$ cat src/rtl/discr_scaler_ctrl.sv
// discr_scaler_ctrl: arms a shared discriminator scaler, applies config at
// period boundaries and windows its per-period counts into a 2-deep FIFO.
module discr_scaler_ctrl #(
   parameter int P_N_WIDTH    = 4,
   parameter int P_SUM_WIDTH  = 24,
   parameter int P_ACC_N      = 4,
   parameter int P_ARM_CYC    = 4,
   parameter int P_DEF_PERIOD = 3
) (
   input  logic                     clk,
   input  logic                     rst_n,
   input  logic                     enable,
   input  logic                     cfg_wr,
   input  logic [31:0]              cfg_period,
   input  logic [31:0]              cfg_inhibit,
   output logic                     scl_rst,
   output logic [31:0]              scl_period,
   output logic [31:0]              scl_inhibit_len,
   input  logic                     scl_valid,
   input  logic [P_N_WIDTH-1:0]     scl_n_pedge,
   input  logic                     scl_update,
   output logic                     rd_valid,
   input  logic                     rd_ready,
   output logic [8+P_SUM_WIDTH-1:0] rd_data,
   output logic [15:0]              drop_cnt,
   output logic                     busy
);

   localparam int IW = (P_ACC_N > 1) ? $clog2(P_ACC_N) : 1;
   localparam int AW = (P_ARM_CYC > 1) ? $clog2(P_ARM_CYC) : 1;
   localparam int DW = 8 + P_SUM_WIDTH;

   typedef enum logic [1:0] {S_IDLE, S_ARM, S_RUN} state_t;

   state_t                 state;
   logic [AW-1:0]          arm_cnt;
   logic [IW-1:0]          idx;
   logic [P_SUM_WIDTH-1:0] sum;
   logic [7:0]             seq;
   logic                   pend;
   logic [31:0]            pend_period;
   logic [31:0]            pend_inhibit;
   logic [DW-1:0]          tail;
   logic [1:0]             cnt;

   logic                   accept;
   logic                   pop;
   logic                   last;
   logic                   done;
   logic                   push;
   logic                   drop;
   logic                   leave;
   logic [P_SUM_WIDTH:0]   sum_add;
   logic [P_SUM_WIDTH-1:0] sum_sat;
   logic [DW-1:0]          win;
   logic [1:0]             cnt_nx;

   assign accept  = (state == S_RUN) & scl_update & scl_valid;
   assign leave   = (state == S_RUN) & ~enable;
   assign pop     = rd_valid & rd_ready;
   assign sum_add = {1'b0, sum} + (P_SUM_WIDTH+1)'(scl_n_pedge);
   assign sum_sat = sum_add[P_SUM_WIDTH] ? '1 : sum_add[P_SUM_WIDTH-1:0];
   assign last    = (idx == IW'(P_ACC_N-1));
   assign done    = accept & ~pend & last;
   // a full FIFO still takes the window if its head leaves this cycle
   assign push    = done & ((cnt != 2'd2) | pop);
   assign drop    = done & ~push;
   assign win     = {seq, sum_sat};
   assign cnt_nx  = cnt + {1'b0, push} - {1'b0, pop};

   always_ff @(posedge clk or negedge rst_n) begin
      if (!rst_n) begin
         state   <= S_IDLE;
         arm_cnt <= '0;
         scl_rst <= 1'b1;
         busy    <= 1'b0;
      end else begin
         unique case (state)
            S_IDLE: begin
               arm_cnt <= '0;
               if (enable) begin
                  state <= S_ARM;
                  busy  <= 1'b1;
               end
            end
            S_ARM: begin
               if (!enable) begin
                  state <= S_IDLE;
                  busy  <= 1'b0;
               end else if (arm_cnt == AW'(P_ARM_CYC-1)) begin
                  state   <= S_RUN;
                  scl_rst <= 1'b0;
               end else begin
                  arm_cnt <= arm_cnt + 1'b1;
               end
            end
            S_RUN: begin
               if (!enable) begin
                  state   <= S_IDLE;
                  scl_rst <= 1'b1;
                  busy    <= 1'b0;
               end
            end
            default: begin
               state   <= S_IDLE;
               scl_rst <= 1'b1;
               busy    <= 1'b0;
            end
         endcase
      end
   end

   always_ff @(posedge clk or negedge rst_n) begin
      if (!rst_n) begin
         scl_period      <= 32'(P_DEF_PERIOD);
         scl_inhibit_len <= '0;
         pend            <= 1'b0;
         pend_period     <= '0;
         pend_inhibit    <= '0;
         sum             <= '0;
         idx             <= '0;
         seq             <= '0;
         drop_cnt        <= '0;
      end else begin
         if (accept && pend) begin
            scl_period      <= pend_period;
            scl_inhibit_len <= pend_inhibit;
            pend            <= 1'b0;
         end
         if (cfg_wr) begin
            if (state == S_RUN) begin
               pend_period  <= cfg_period;
               pend_inhibit <= cfg_inhibit;
               pend         <= 1'b1;
            end else begin
               scl_period      <= cfg_period;
               scl_inhibit_len <= cfg_inhibit;
            end
         end
         if (leave || (accept && (pend || last))) begin
            sum <= '0;
            idx <= '0;
         end else if (accept) begin
            sum <= sum_sat;
            idx <= idx + 1'b1;
         end
         if (done)
            seq <= seq + 1'b1;
         if (drop && drop_cnt != '1)
            drop_cnt <= drop_cnt + 1'b1;
      end
   end

   always_ff @(posedge clk or negedge rst_n) begin
      if (!rst_n) begin
         rd_data  <= '0;
         tail     <= '0;
         cnt      <= '0;
         rd_valid <= 1'b0;
      end else begin
         cnt      <= cnt_nx;
         rd_valid <= (cnt_nx != 2'd0);
         unique case (1'b1)
            (cnt == 2'd0): begin
               if (push)
                  rd_data <= win;
            end
            (cnt == 2'd1): begin
               if (push && pop)
                  rd_data <= win;
               else if (push)
                  tail <= win;
            end
            default: begin
               if (pop) begin
                  rd_data <= tail;
                  if (push)
                     tail <= win;
               end
            end
         endcase
      end
   end

endmodule
$ cat config.mk
export PLATFORM = sky130hd
export DESIGN_NAME = discr_scaler_ctrl
export DESIGN_NICKNAME = d
export VERILOG_FILES = /design/src/rtl/discr_scaler_ctrl.sv
export SDC_FILE = /design/constraint.sdc
export NUM_CORES = 1
export LEC_CHECK = 0
export ABC_CLOCK_PERIOD_IN_PS = 3200
export BUFFER_PORTS_ARGS = -buffer_cell sky130_fd_sc_hd__buf_2
export CAP_MARGIN = 25
export CORE_UTILIZATION = 45
export DETAILED_ROUTE_END_ITERATION = 7
export GPL_TIMING_DRIVEN = 0
export HOLD_SLACK_MARGIN = 0.03
export PLACE_DENSITY = 0.69
export SLEW_MARGIN = 20
export SYNTH_ARGS = -nofsm -noshare
export SYNTH_HDL_FRONTEND = slang
export SYNTH_SLANG_ARGS = --single-unit
$ cat constraint.sdc
create_clock -name clk -period 3.2 [get_ports clk]
set_input_delay 0.48 -clock clk [delete_from_list [all_inputs] [get_ports clk]]
set_output_delay 0.48 -clock clk [all_outputs]
set_load 0.005 [all_outputs]
== After elaboration in Yosys (flattened, before gate mapping) ==
Index checks and enable logic that the tools add are counted.
Cells by class
  add/sub/neg operators: 7
  equal/unequal tests: 17
  mux-type cells: 37
  bitwise logic cells: 14
  reductions and logical operators: 21
Operator list (number)
  $mux 32: 12
  $pmux 32 s2: 2
  $mux 24: 3
  $add 24x4->25: 1
  $ne 2x2->1 const B: 9
  $add 16x1->16 const B: 1
  $mux 2: 8
  $ne 16x16->1 const B: 1
  $reduce_and 3->1: 4
  $add 8x1->8 const B: 1
  $and 1x1->1: 8
  $mux 1: 8
  $reduce_bool 2->1: 4
  $eq 2x2->1 const B: 3
  $pmux 2 s3: 1
  $not 1->1: 5
  $add 2x1->2 const B: 2
  $eq 2x1->1 const B: 2
  $logic_and 1x1->1: 4
  $logic_not 2->1: 2
  $pmux 2 s2: 1
  $reduce_and 2->1: 2
  $reduce_and 4->1: 1
  $ne 3x3->1 const B: 1
  other kinds (9): 10
Storage, ports and cells
  bits in registers: 252
  bits of input ports: 75
  output and inout bits: 115
  logic and storage cells: 113

== Logic depth before layout (Yosys ltp) ==
  depth after elaboration: 9
  mapped depth: 10
  mapped depth without buffers: 10

== Worst setup path before layout ==
No wires, ideal clock.
  path type: input -> register
  from: in scl_n_pedge[3]
  to: reg tail[11]
  library setup time: 0.130 ns
  data arrival time: 2.236 ns
  data required time: 3.070 ns
  setup slack: 0.834 ns
  cell stages on the path: 8
  buffers on the path: 2
  cell sequence: ha_1 clkbuf_1 a21o_1 a31oi_1 buf_2 nor4_1 nor3_1 o21ai_0
On the way
  cells in the longest elaborated chain, start to end: 5
  elaborated cells on any way between the ends: 6
  classes of those cells: add/sub (1); mux (5)
RTL lines
  from (decl): line 20  | input logic [P_N_WIDTH-1:0] scl_n_pedge,
  $add 24x4->25 *: line 61  | assign sum_add = {1'b0, sum} + (P_SUM_WIDTH+1)'(scl_n_pedge);
  $mux 24 *: line 62  | assign sum_sat = sum_add[P_SUM_WIDTH] ? '1 : sum_add[P_SUM_WIDTH-1:0];
  $mux 32 *: line 171, 177
  $mux 32, on equally long branches: line 175, 169
  $pmux 32 s2 *: line 163  | unique case (1'b1)
  to (signal assigned): line 172  | tail <= win;
  to (signal assigned): line 178  | tail <= win;
  to (decl): line 43  | logic [DW-1:0] tail;
Mark *: on every way between the ends. The rest lies on a longest branch, timed or not. The select of a mux whose other input is x is not followed.
A chain may end at the register's enable or synchronous reset.

== Worst setup path in the final report ==
  from: reg sum[3]
  to: reg rd_data[12]
On the way
  cells in the longest elaborated chain, start to end: 4
  elaborated cells on any way between the ends: 5
  classes of those cells: add/sub (1); mux (4)
RTL lines
  from (decl): line 38  | logic [P_SUM_WIDTH-1:0] sum;
  from (signal assigned): line 144  | sum <= sum_sat;
  $add 24x4->25 *: line 61
  $mux 24 *: line 62
  $mux 32, on equally long branches: line 169, 165
  $pmux 32 s2 *: line 163
  to (signal assigned): line 166  | rd_data <= win;
  to (signal assigned): line 170  | rd_data <= win;
  to (signal assigned): line 176  | rd_data <= tail;
  to (decl): line 24  | output logic [8+P_SUM_WIDTH-1:0] rd_data,
Marks and branches as above.

==> results.md <==
- Final nets: 1364
- CTS tree: done
- Final-layout fill cell count: approximately 2200
- F_max: roughly 340 MHz
- Switching share of power: 28.0%
- Synth-to-layout area growth: 21.1%
- Buffers on Ports: 188
- Slew headroom: between 40% and 50%
- Vias in the first global route: 8864
- Num rows: 57
- Post-synth top area share: 54.7%
- Core Util, Final: 56.1%
- Num CTS Buffers: 28
- R2R Setup Slk: ~0.29 ns
- Via count: 8890
- #FFs+latches synth: 252
- Distinct cells, synth: 61
- Largest net degree at the start of global routing: 97
- Seq/Total Area, Yosys: 55.4%
- CP peak stage delay: 0.52 ns
- Worst IR drop on VDD: roughly 0.51 mV
- Layout cell share with drive strength beyond 1: 25.7%
- Total Routing Usage GR: 22.3%
- Post-layout min period: slightly below 3 ns
- CTS max path bufs: 3
- Post-synth EDFFs: 0
- Initial DRC count: about 640
- Post-Synthesis Cells: 1054
- Clock power share: a little over a third
- Worst slack, placed: between 0.005 and 0.006 ns
- Vias per Instance: 5.47
- Post-Syn Area: 0.0114 mm²
- Final Slew Violations: 0
- Drt drc: 0
- Final Skew: 0.0109 ns
- Ys Warns: 0
- Crit end category: flip-flop
- H-tree depth: 1
- Yosys top cell by area: dfrtp_1
- Kind of critical path: reg -> reg
- Antenna violations before repair: 5
- Final wirelength: 28.6 mm
- Grt total ovfl: 0
- Detailed Place HPWL: 20.1 mm
- Post-synth top flop: dfrtp_1
- Slowest stage cell, crit path: a211oi_2
- Worst EP required: 3.63 ns
- WP buf/inv: 2
- Max cap viols: 0
- Post-DR wirelength/cell: 17.6 µm
- Top-count cell post-synth: dfrtp_1
- Mean Syn Cell Area: approximately 11 µm²
- Core Area: 0.0246 mm²
- Ratio of final minimum period to clock period: 90.9%
- Register area: 0.00631 mm²
- GPL Wtd Cong: 0.868
- Post-CTS Setup Inserts: 0
- Final setup viols: 0
- First-pass GRT wire length: 46.6 mm
- Die ar.: around 0.026 mm²
- Fin worst setup slack: ~0.29 ns
- Net Sw Power: 2.53 mW
- CP Launch Type: flip-flop
- Initial Utilization: 46.3%
- CTS clk-pin slew, worst paths: 0.06 ns
- RSZ-0062 raised after global routing: false
- Post-DRT Antenna Nets: 0
- Width of the chip: 161 µm
- Cell breakdown of the critical path: ha_1, clkbuf_1, nand3_1, a211oi_2, nand3_1, clkbuf_1, and3_1, o31ai_1
- Worst slew pin tran: 0.790 ns
- Finished Cell Area: roughly 0.014 mm²
- Pleak: approximately 7 nW
- Skew-Pair Late Insertion Delay: 0.53 ns
- Pwr Total: 9.04 mW
- Die height: 161 µm
- Asr flop ratio synth: 100%
- Cell internal pwr: 6.51 mW
- Top Ports: 190
- Clock sink count: 252
- Crit path arrival time: 3.34 ns
- Most common library cells after synthesis: dfrtp_1 (249), nand2_1 (159), o21ai_0 (123)
- Mapped Nets: 1142
- Top delay family on crit path: compound AO/OA/AOI/OAI gates
- Root Driver: clkbuf_16
- Share of power burned in registers: 44.7%
- Pwr Density: ~660 mW/mm²
- Hold Crit Class: in -> reg
- First-pass DRT Iterations: 5
- Placed Area: 0.0128 mm²
- Combinational share of power: between 10% and 20%
- CP Max Fanout: 10
- Top cells by area, synth: dfrtp_1 (55%), mux2_2 (6.6%), mux2i_1 (6.6%), o21ai_0 (5.4%), nand2_1 (5.2%)
- Hold Fails Final Rpt: 0
- Status: completed
- Multi-input gate area: about 0.0048 mm²
-- routing by layer --
layer / routed length (µm) / vias up / GRT usage, % / share of wire, %
li1: - / 4216 / - / -
met1: 12300 / 4326 / 29.7 / 43
met2: 13000 / 290 / 35.4 / 46
met3: 2450 / 54 / 6.27 / 8.6
met4: 735 / 4 / 6.60 / 2.6
met5: 23 / - / 0 / 0.080
-- final cells by class --
type | instances | share of cell area, %
Sequential cell | 252 | 45.7
Multi-Input combinational cell | 724 | 34.6
Timing Repair Buffer | 192 | 7.40
Clock buffer | 40 | 6.14
Tap cell | 324 | 2.94
Buffer | 63 | 1.87
Clock inverter | 11 | 0.825
Inverter | 15 | 0.408
Antenna cell | 4 | 0.0726
-- placed cells by master, fill, tap and decap left out, drive strengths merged, types with 19 or more instances in the layout --
cell,count
dfrtp,249
buf,205
nand2,159
o21ai,126
clkbuf,89
mux2i,75
mux2,67
a21oi,42
nor2,32
xnor2,27
nor3,19
-- power by group through the flow --
stage | clock network (mW) | registers [mW] | logic (mW)
6_report | 3.29 | 4.04 | 1.71
5_1_grt | 3.49 | 4.11 | 1.90
4_1_cts | 3.37 | 4.04 | 1.72
3_5_place_dp | 0 | 4.09 | 1.71
3_3_place_gp | 0 | 4.07 | 1.66
2_1_floorplan | 0 | 4.04 | 1.09
-- worst min-delay path, cell delays in order --
cell     delay [ns]
buf_2          0.08
nand2_1        0.04
o21ai_0        0.06
-- through the flow --
stage               setup TNS [ns]  hold WS, ns  std cells
global placement           -742.74        0.455       1566
CTS                              0        0.139       1621
detailed placement               0        0.457       1569
floorplan                        0        0.184       1054
global route                     0        0.157       1621
finish                           0        0.162       1625
-- sequential cells by signal, summed over array words and instances (netlist names) --
register,cells
pend_inhibit,32
pend_period,32
rd_data,32
scl_inhibit_len,32
scl_period,32
tail,32
sum,24
drop_cnt,16
seq,8
arm_cnt,2
cnt,2
idx,2
state,2
busy,1
pend,1
rd_valid,1
scl_rst,1
-- path summary, 6_finish.rpt --
| kind | from | endpoint | depth (start not counted) |
|---|---|---|---|
| max | sum[3]$_DFFE_PN0P_ | rd_data[12]$_DFFE_PN0P_ | 8 |
| min | cfg_period[13] | scl_period[13]$_DFF_PN0_ | 3 |
| max reg2reg | sum[3]$_DFFE_PN0P_ | rd_data[12]$_DFFE_PN0P_ | 8 |
| min reg2reg | tail[4]$_DFFE_PN0P_ | tail[4]$_DFFE_PN0P_ | 2 |
| max in group asynchronous | rst_n | scl_period[0]$_DFF_PN1_ | 3 |
| min in group asynchronous | rst_n | tail[0]$_DFFE_PN0P_ | 2 |
-- logic make-up (layout without fill, tap and decap cells) --
family,Yosys count,after routing,synth area share [%]
and+or+nand+nor,284,284,11.5
AOI/OAI and AO/OA,252,252,13.1
DFF,252,252,55.4
muxes,142,142,13.2
buffers and inverters,78,321,2.76
xor gates and xnor gates,33,33,2.54
adders and majority gates,13,13,1.49
other,0,4,0
-- what timing repair did --
item / 4_1_cts / 5_1_grt
endpoints found under the setup margin: 0 / 1
gates resized for setup: 0 / 1
hold buffers: 1 / 0
hold endpoints to repair: 61 / 0
No activity file was read; power rests on OpenSTA's default activity.
